--- src/rtl/pipes_pkg.sv ---
// Shared types for the memory-stage load/store path: op encoding,
// access-size codes and the load/store unit state machine encoding.
package pipes_pkg;

    localparam logic [1:0] MSIZE_B = 2'd0;
    localparam logic [1:0] MSIZE_H = 2'd1;
    localparam logic [1:0] MSIZE_W = 2'd2;

    // [3] store, [2] unsigned, [1:0] size
    typedef struct packed {
        logic       store;
        logic       uns;
        logic [1:0] size;
    } mem_op_t;

    typedef enum logic [2:0] {
        S_IDLE,
        S_LOAD,
        S_RMW_RD,
        S_WRITE,
        S_RESP
    } mau_state_t;

endpackage

--- src/rtl/mem_lane_align.sv ---
// Big-endian lane handling for dmem words: extracts and extends a byte/half
// for loads, and merges store data into the addressed lane(s) for RMW stores.
module mem_lane_align
    import pipes_pkg::*;
(
    input  logic [31:0] i_word,
    input  logic [1:0]  i_off,
    input  logic [1:0]  i_size,
    input  logic        i_uns,
    input  logic [15:0] i_wdata,
    output logic [31:0] o_load,
    output logic [31:0] o_merge
);

    logic [7:0]  w_byte;
    logic [15:0] w_half;

    // Load path: pick the addressed lane (byte k lives at word[31-8k -: 8]) and extend it
    always_comb begin
        w_half = i_off[1] ? i_word[15:0] : i_word[31:16];
        case (i_off)
            2'd0:    w_byte = i_word[31:24];
            2'd1:    w_byte = i_word[23:16];
            2'd2:    w_byte = i_word[15:8];
            default: w_byte = i_word[7:0];
        endcase
        case (i_size)
            MSIZE_B: o_load = i_uns ? {24'h0, w_byte} : {{24{w_byte[7]}}, w_byte};
            MSIZE_H: o_load = i_uns ? {16'h0, w_half} : {{16{w_half[15]}}, w_half};
            default: o_load = i_word;
        endcase
    end

    // Store path: replace the addressed lane(s) of the read word with store data
    always_comb begin
        o_merge = i_word;
        if (i_size == MSIZE_B) begin
            case (i_off)
                2'd0:    o_merge[31:24] = i_wdata[7:0];
                2'd1:    o_merge[23:16] = i_wdata[7:0];
                2'd2:    o_merge[15:8]  = i_wdata[7:0];
                default: o_merge[7:0]   = i_wdata[7:0];
            endcase
        end else if (i_size == MSIZE_H) begin
            if (i_off[1]) o_merge[15:0]  = i_wdata;
            else          o_merge[31:16] = i_wdata;
        end
    end

endmodule

--- src/rtl/mem_access_unit.sv ---
// Memory-stage load/store unit: one request at a time over valid/ready,
// word accesses to a combinational-read / clocked-write dmem, RMW for
// sub-word stores, extended loads, and fault reporting without memory effect.
module mem_access_unit
    import pipes_pkg::*;
#(
    parameter int ADDR_W      = 32,
    parameter bit CHECK_ALIGN = 1'b1
) (
    input  logic              i_clk,
    input  logic              i_reset_n,
    input  logic              i_req_valid,
    output logic              o_req_ready,
    input  logic [3:0]        i_req_op,
    input  logic [ADDR_W-1:0] i_req_addr,
    input  logic [31:0]       i_req_wdata,
    output logic              o_resp_valid,
    input  logic              i_resp_ready,
    output logic [31:0]       o_resp_rdata,
    output logic              o_resp_misalign,
    output logic              o_dmem_we,
    output logic [ADDR_W-1:0] o_dmem_addr,
    output logic [31:0]       o_dmem_wdata,
    input  logic [31:0]       i_dmem_rdata
);

    mau_state_t        r_state, w_state_nxt;
    logic [ADDR_W-1:0] r_addr, w_addr;
    logic [1:0]        r_size;
    logic              r_uns;
    logic [15:0]       r_wdata;
    logic [31:0]       r_wbuf, r_rdata;
    logic              r_misalign;
    mem_op_t           w_op;
    logic              w_fault;
    logic [31:0]       w_load, w_merge;

    assign w_op = mem_op_t'(i_req_op);

    // Fault detection on the incoming request; without checking, low bits are masked to the size
    always_comb begin
        w_fault = (w_op.size == 2'd3);
        w_addr  = i_req_addr;
        if (CHECK_ALIGN) begin
            if (w_op.size == MSIZE_H && i_req_addr[0])          w_fault = 1'b1;
            if (w_op.size == MSIZE_W && i_req_addr[1:0] != 2'b0) w_fault = 1'b1;
        end else begin
            if (w_op.size == MSIZE_H) w_addr[0]   = 1'b0;
            if (w_op.size == MSIZE_W) w_addr[1:0] = 2'b00;
        end
    end

    mem_lane_align u_align (
        .i_word  (i_dmem_rdata),
        .i_off   (r_addr[1:0]),
        .i_size  (r_size),
        .i_uns   (r_uns),
        .i_wdata (r_wdata),
        .o_load  (w_load),
        .o_merge (w_merge)
    );

    // Next state and state-decoded outputs; the write enable is gated by reset
    // so a reset landing on the WRITE cycle never commits the store
    always_comb begin
        w_state_nxt  = r_state;
        o_req_ready  = 1'b0;
        o_resp_valid = 1'b0;
        o_dmem_we    = 1'b0;
        o_dmem_addr  = {r_addr[ADDR_W-1:2], 2'b00};
        case (r_state)
            S_IDLE: begin
                o_req_ready = 1'b1;
                o_dmem_addr = '0;
                if (i_req_valid) begin
                    if (w_fault)                  w_state_nxt = S_RESP;
                    else if (!w_op.store)         w_state_nxt = S_LOAD;
                    else if (w_op.size == MSIZE_W) w_state_nxt = S_WRITE;
                    else                          w_state_nxt = S_RMW_RD;
                end
            end
            S_LOAD:   w_state_nxt = S_RESP;
            S_RMW_RD: w_state_nxt = S_WRITE;
            S_WRITE: begin
                o_dmem_we   = i_reset_n;
                w_state_nxt = S_RESP;
            end
            S_RESP: begin
                o_resp_valid = 1'b1;
                if (i_resp_ready) w_state_nxt = S_IDLE;
            end
            default: w_state_nxt = S_IDLE;
        endcase
    end

    // State register plus request latch, load capture and write buffer
    always_ff @(posedge i_clk) begin
        if (!i_reset_n) begin
            r_state    <= S_IDLE;
            r_addr     <= '0;
            r_size     <= 2'b0;
            r_uns      <= 1'b0;
            r_wdata    <= 16'h0;
            r_wbuf     <= 32'h0;
            r_rdata    <= 32'h0;
            r_misalign <= 1'b0;
        end else begin
            r_state <= w_state_nxt;
            case (r_state)
                S_IDLE: if (i_req_valid) begin
                    r_addr     <= w_addr;
                    r_size     <= w_op.size;
                    r_uns      <= w_op.uns;
                    r_wdata    <= i_req_wdata[15:0];
                    r_wbuf     <= i_req_wdata;
                    r_rdata    <= 32'h0;
                    r_misalign <= w_fault;
                end
                S_LOAD:   r_rdata <= w_load;
                S_RMW_RD: r_wbuf  <= w_merge;
                default: ;
            endcase
        end
    end

    assign o_resp_rdata    = r_rdata;
    assign o_resp_misalign = r_misalign;
    assign o_dmem_wdata    = r_wbuf;

endmodule

--- config.mk ---
export PLATFORM = sky130hd
export DESIGN_NAME = mem_access_unit
export DESIGN_NICKNAME = d
export VERILOG_FILES = /design/src/rtl/pipes_pkg.sv /design/src/rtl/mem_lane_align.sv /design/src/rtl/mem_access_unit.sv
export SDC_FILE = /design/constraint.sdc
export NUM_CORES = 1
export LEC_CHECK = 0
export CAP_MARGIN = 20
export CORE_MARGIN = 8
export CORE_UTILIZATION = 45
export DETAILED_ROUTE_END_ITERATION = 8
export HOLD_SLACK_MARGIN = 0.03
export PLACE_DENSITY_LB_ADDON = 0.25
export SLEW_MARGIN = 20
export SYNTH_ARGS = -nofsm -noshare
export SYNTH_HDL_FRONTEND = slang
export SYNTH_HIERARCHICAL = 1
export SYNTH_SLANG_ARGS = --single-unit
--- constraint.sdc ---
create_clock -name i_clk -period 2.3 [get_ports i_clk]
set_input_delay 0.46 -clock i_clk [delete_from_list [all_inputs] [get_ports i_clk]]
set_output_delay 0.46 -clock i_clk [all_outputs]
set_load 0.01 [all_outputs]
* Word-level counts from Yosys, hierarchy flattened
Index checks and enable logic that the tools add are counted.
** Word-level totals
- Bits in registers :: 119
- Bits of input ports :: 104
- Output and inout bits :: 100
- Logic and storage cells :: 63
** Cells by class
- Equality and inequality tests :: 12
- Multiplexer cells :: 29
- Reduce and logical (&&, ||, !) cells :: 14
** Operator list (number)
- 2-to-1 mux 32 bit :: 7
- one-hot mux 32 bit (2 select lines) :: 3
- 2-to-1 mux 16 bit :: 3
- 2-to-1 mux 8 bit :: 4
- one-hot mux 8 bit (3 select lines) :: 1
- one-hot mux 3 bit (4 select lines) :: 1
- 2-to-1 mux 3 bit :: 3
- AND reduction 2 bit :: 4
- equality test 2 x 1 -> 1 bit (second input constant) :: 3
- equality test 2 bit (second input constant) :: 3
- equality test 3 x 2 -> 1 bit (second input constant) :: 2
- 2-to-1 mux 1 bit :: 6
- nonzero test 2 bit :: 3
- zero test 2 bit :: 2
- != test 2 bit (second input constant) :: 2
- equality test 3 x 1 -> 1 bit (second input constant) :: 1
- equality test 3 bit (second input constant) :: 1
- zero test 3 bit :: 1
- OR reduction 3 bit :: 1
- logical AND 1 bit :: 2
- 2-to-1 mux 2 bit :: 1
- OR reduction 2 bit :: 1

* Longest topological paths before layout
- Depth in word-level cells :: 7
- Depth in mapped cells :: 9
- Gate-level depth less buffers :: 6

* By module
The synthesis kept the hierarchy.
** By module, submodules not included
- mem_access_unit :: times used 1, cells an instance 616, area an instance 4805.9 um^2, seq. area each 2382.3 um^2
- mem_lane_align :: times used 1, cells an instance 200, area an instance 1435.1 um^2, seq. area each 0.0 um^2

* Worst setup path after synthesis
Ideal clock, no wire load.
- Path kind :: register to output
- From :: reg r_state[2]
- To :: out o_dmem_addr[15]
- Arrival :: 1.433 ns
- Data required time :: 1.840 ns
- Slack :: 0.407 ns
- Stages on the path, launching flop included :: 7
- Buffers on the path :: 3
- Path through :: dfxtp_1 buf_2 or2_1 clkbuf_1 nor2_1 clkbuf_1 nor2b_1
** Between the ends
- Longest elaborated chain between the ends :: 2
** RTL lines
- start: declaration :: line mem_access_unit.sv:27 : mau_state_t r_state, w_state_nxt;
- start signal: assignment :: line mem_access_unit.sv:108 : r_state <= w_state_nxt;
- zero test 3 bit :: line mem_access_unit.sv:71 : case (r_state)
- 2-to-1 mux 32 bit :: line mem_access_unit.sv:71
- end: declaration :: line mem_access_unit.sv:22 : output logic [ADDR_W-1:0] o_dmem_addr,
Every way passes these cells.

* Worst setup path after layout
- From :: reg r_state[2]
- To :: out o_resp_valid
** Between the ends
- Longest elaborated chain between the ends :: 2
** RTL lines
- equality test 3 bit :: line mem_access_unit.sv:71
- 2-to-1 mux 1 bit :: line mem_access_unit.sv:71
- end: declaration :: line mem_access_unit.sv:17 : output logic o_resp_valid,
Every way passes these cells.

==> flow_summary.yaml <==
run_status:
  run_status: "finished clean"
critical_path:
  cp.arrival_ns: 1.77
  reg2reg_from: "r_addr[0]$_SDFFE_PN0P_"
  crit_required_ns: 1.84
  reg2reg_depth: 6
  critPathKind: "reg2out"
  rrSetupSlack_ns: 0.17
  cp.depth: 3
  r2r_end: "o_dmem_wdata[8]$_SDFFE_PN0P_"
  crit_chain: "buf_4 > nor3b_1 > clkdlybuf4s50_1"
  crit_path_end_kind: "output pin"
  crit_family: "buffers and inverters"
  crit_buf_inv: 2
  cp_max_fo: 10
  worstSetupStartpointType: "flop"
  cp_slowest_cell: "clkdlybuf4s50_1"
  slowest_delay_ns: 0.59
power:
  power_switching_uw: 1820
  p_int_uw: 4770
  leakage_uw: 0.00346
  p_comb_frac: 0.223
  clkPwrFrac: 0.430
  power_uw: 6580
  ir_drop_mv: 0.536
  p_seq_frac: 0.347
  power.density_nw_per_um2: 724
  swShare: 0.276
timing:
  tns_ns: 0
  rsz0062_at_grt: "no"
  post-route-period-util: 0.969
  finalMaxSlewViolations: 0
  timing.fmax_ghz: 0.449
  setup_ws_ns: 0.0721
  worst_pin_slew_ns: 0.876
  hold_violations: 0
  setup_viol: 0
  fin_skew_ns: 0.0114
  slew_headroom: 0.411
  layout_min_cycle_time_ns: 2.23
clocking:
  numCtsBuffers: 17
  clk_latency_ns: 0.42
  clock_sinks: 119
  cts_hold_buf: 0
  cts_tree: "built"
  cts_setup_buffers: 0
  clk_pin_slew_worst_paths_ns: 0.06
  cts-root-buf: "clkbuf_16"
  cts_max_level: 4
  cts_buffer_depth: 2
synth:
  synthCells: 816
  postSynthAreaPerCell_um2: 7.65
  synth_warnings: 6
  yosys.area.top_type_share: 0.382
  synthTopCellsByArea: "dfxtp_1 38%, a21oi_1 11%, nand2_1 11%"
  async_flop_share: 0
  synth_edf_count: 0
  dominantRegCellSynth: "dfxtp_1"
  synth_cell_types: 54
  ys_seq_area_frac: 0.382
  netlist_area_um2: 6240
  synth_top_cell_by_area: "dfxtp_1"
  synth-seq-cells: 119
min_path:
  min_path_cells: 2
  min_from: "r_addr[4]$_SDFFE_PN0P_"
  holdPathEnd: "r_addr[4]$_SDFFE_PN0P_"
  hold_path.class: "reg2reg"
route:
  drt-initial-drc-count: 553
  antenna_left: 0
  via_per_inst: 5.57
  drc: 0
  wl_mm: 21.4
  wl_per_cell_um: 17.9
  vias: 6637
  drt_first_pass_iters: 5
finish:
  area_growth_pct: 45.6
  regArea_um2: 2380
  final_cell_mix: "176 x nand2_1, 169 x clkdlybuf4s50_1, 132 x a21oi_1, 118 x dfxtp_1, 42 x o21ai_0"
  nets: 1103
  final_common_cell: "nand2_1"
  utilization: 0.662
  num-fill-cells: 1207
  multi_input_area_um2: 3460
  diodes: 0
  final_layout_size_suffix_gt1_frac: 0.107
place:
  port_buffers: 201
  place.gp.congestion: 0.984
  hpwl_mm: 15.5
  dpl_worst_slack_ns: 0.0941
floorplanning:
  die-width_um: 134
  core_um2: 13700
  die_h_um: 134
  initial_utilization: 0.455
  die_area_um2: 17900
  ioPinCount: 204
  num_rows: 43
global_routing:
  grt.overflow.total: 0
  grt_max_degree: 66
  antenna_found_initial: 0
  grt_pass1_wl_mm: 33.3
  grt_pass1_vias: 6208
  grt_usage: 0.231
flow_run:
  maxCapViolations: 0
-- logic make-up (layout without fill, tap and decap cells) --
| group | Yosys count | in the layout | share of synthesized area |
|---|---|---|---|
| AO/OA/AOI/OAI | 267 | 267 | 0.263 |
| buffers and inverters | 90 | 285 | 0.0676 |
| flip-flops | 119 | 119 | 0.382 |
| multiplexers | 26 | 26 | 0.0473 |
| other | 1 | 2 | 0.000601 |
| AND/OR/NAND/NOR | 313 | 313 | 0.240 |
-- registers in the layout, indices dropped and copies added (netlist names) --
| name | flops |
|---|---|
| o_dmem_wdata | 32 |
| o_resp_rdata | 32 |
| r_addr | 32 |
| r_wdata | 16 |
| r_state | 3 |
| r_size | 2 |
| o_resp_misalign | 1 |
| r_uns | 1 |
-- synthesized netlist by cell type, types with 7 or more instances --
library cell and count:
nand2_1 176, a221o_1 17, inv_1 8, mux2i_1 7, and3_1 9, nor2b_1 33
a31oi_1 16, a21o_1 16, o211ai_1 7, mux2_2 16, clkbuf_1 48, dfxtp_1 119
buf_2 19, a22oi_1 7, nand3_1 33, a21oi_1 132, o21ai_0 42, nand3b_1 16
nor2_1 19
-- metrics by stage --
step / hold WS, ns / area (µm²) / std cells
after floorplan: 0.432 / 6240 / 817
after global placement: 0.437 / 8490 / 1160
after detailed placement: 0.442 / 8490 / 1160
after CTS: 0.450 / 9080 / 1192
after global routing: 0.468 / 9090 / 1192
final: 0.450 / 9090 / 1192
-- worst max path at each step --
stage | from | endpoint | slack [ns]
global route | r_state[2]$_SDFFE_PN0P_ | o_resp_valid | 0.02
detailed placement | i_req_valid | o_resp_rdata[20]$_SDFFE_PN0P_ | 0.09
CTS | r_state[0]$_SDFFE_PN0P_ | o_dmem_we | 0.05
global placement | i_req_valid | o_resp_rdata[20]$_SDFFE_PN0P_ | 0.11
finish | r_state[2]$_SDFFE_PN0P_ | o_resp_valid | 0.07
floorplan | r_state[2]$_SDFFE_PN0P_ | o_dmem_addr[15] | 0.41
-- worst reg2reg max path, stage by stage, from the launching register on --
cell and delay [ns]:
dfxtp_1 0.47, buf_4 0.26, nor3_1 0.68, and3_1 0.28, a221o_1 0.13, nand2_1 0.07
a31oi_1 0.17
-- repair_timing --
item | in CTS | in global routing
resized for setup | 32 | 2
pin swaps | 0 | 0
hold endpoints to repair | 0 | 0
setup endpoints to repair | 31 | 1
-- power by group through the flow --
stage	registers (µW)	clock network (µW)	logic, µW
finish	2280	2830	1470
global route	2300	2960	1580
CTS	2280	2850	1460
detailed placement	2320	0	1460
global placement	2320	0	1460
floorplan	2330	0	813
-- layout make-up --
cell class                 count  area share
timing repair buffer         242       0.258
clock inverter                12      0.0193
clock buffer                  20      0.0502
multi-input combinational    608       0.381
sequential                   119       0.262
tap                          180      0.0248
inverter                      11     0.00468
-- layer usage --
layer / wire length, µm / vias up / track usage
met1: 9050 / 3075 / 0.293
met3: 1720 / 46 / 0.0663
met4: 691 / 0 / 0.101
met5: 0 / - / 0
met2: 9900 / 271 / 0.359
li1: - / 3245 / -
Power figures use the tool's default switching activity.
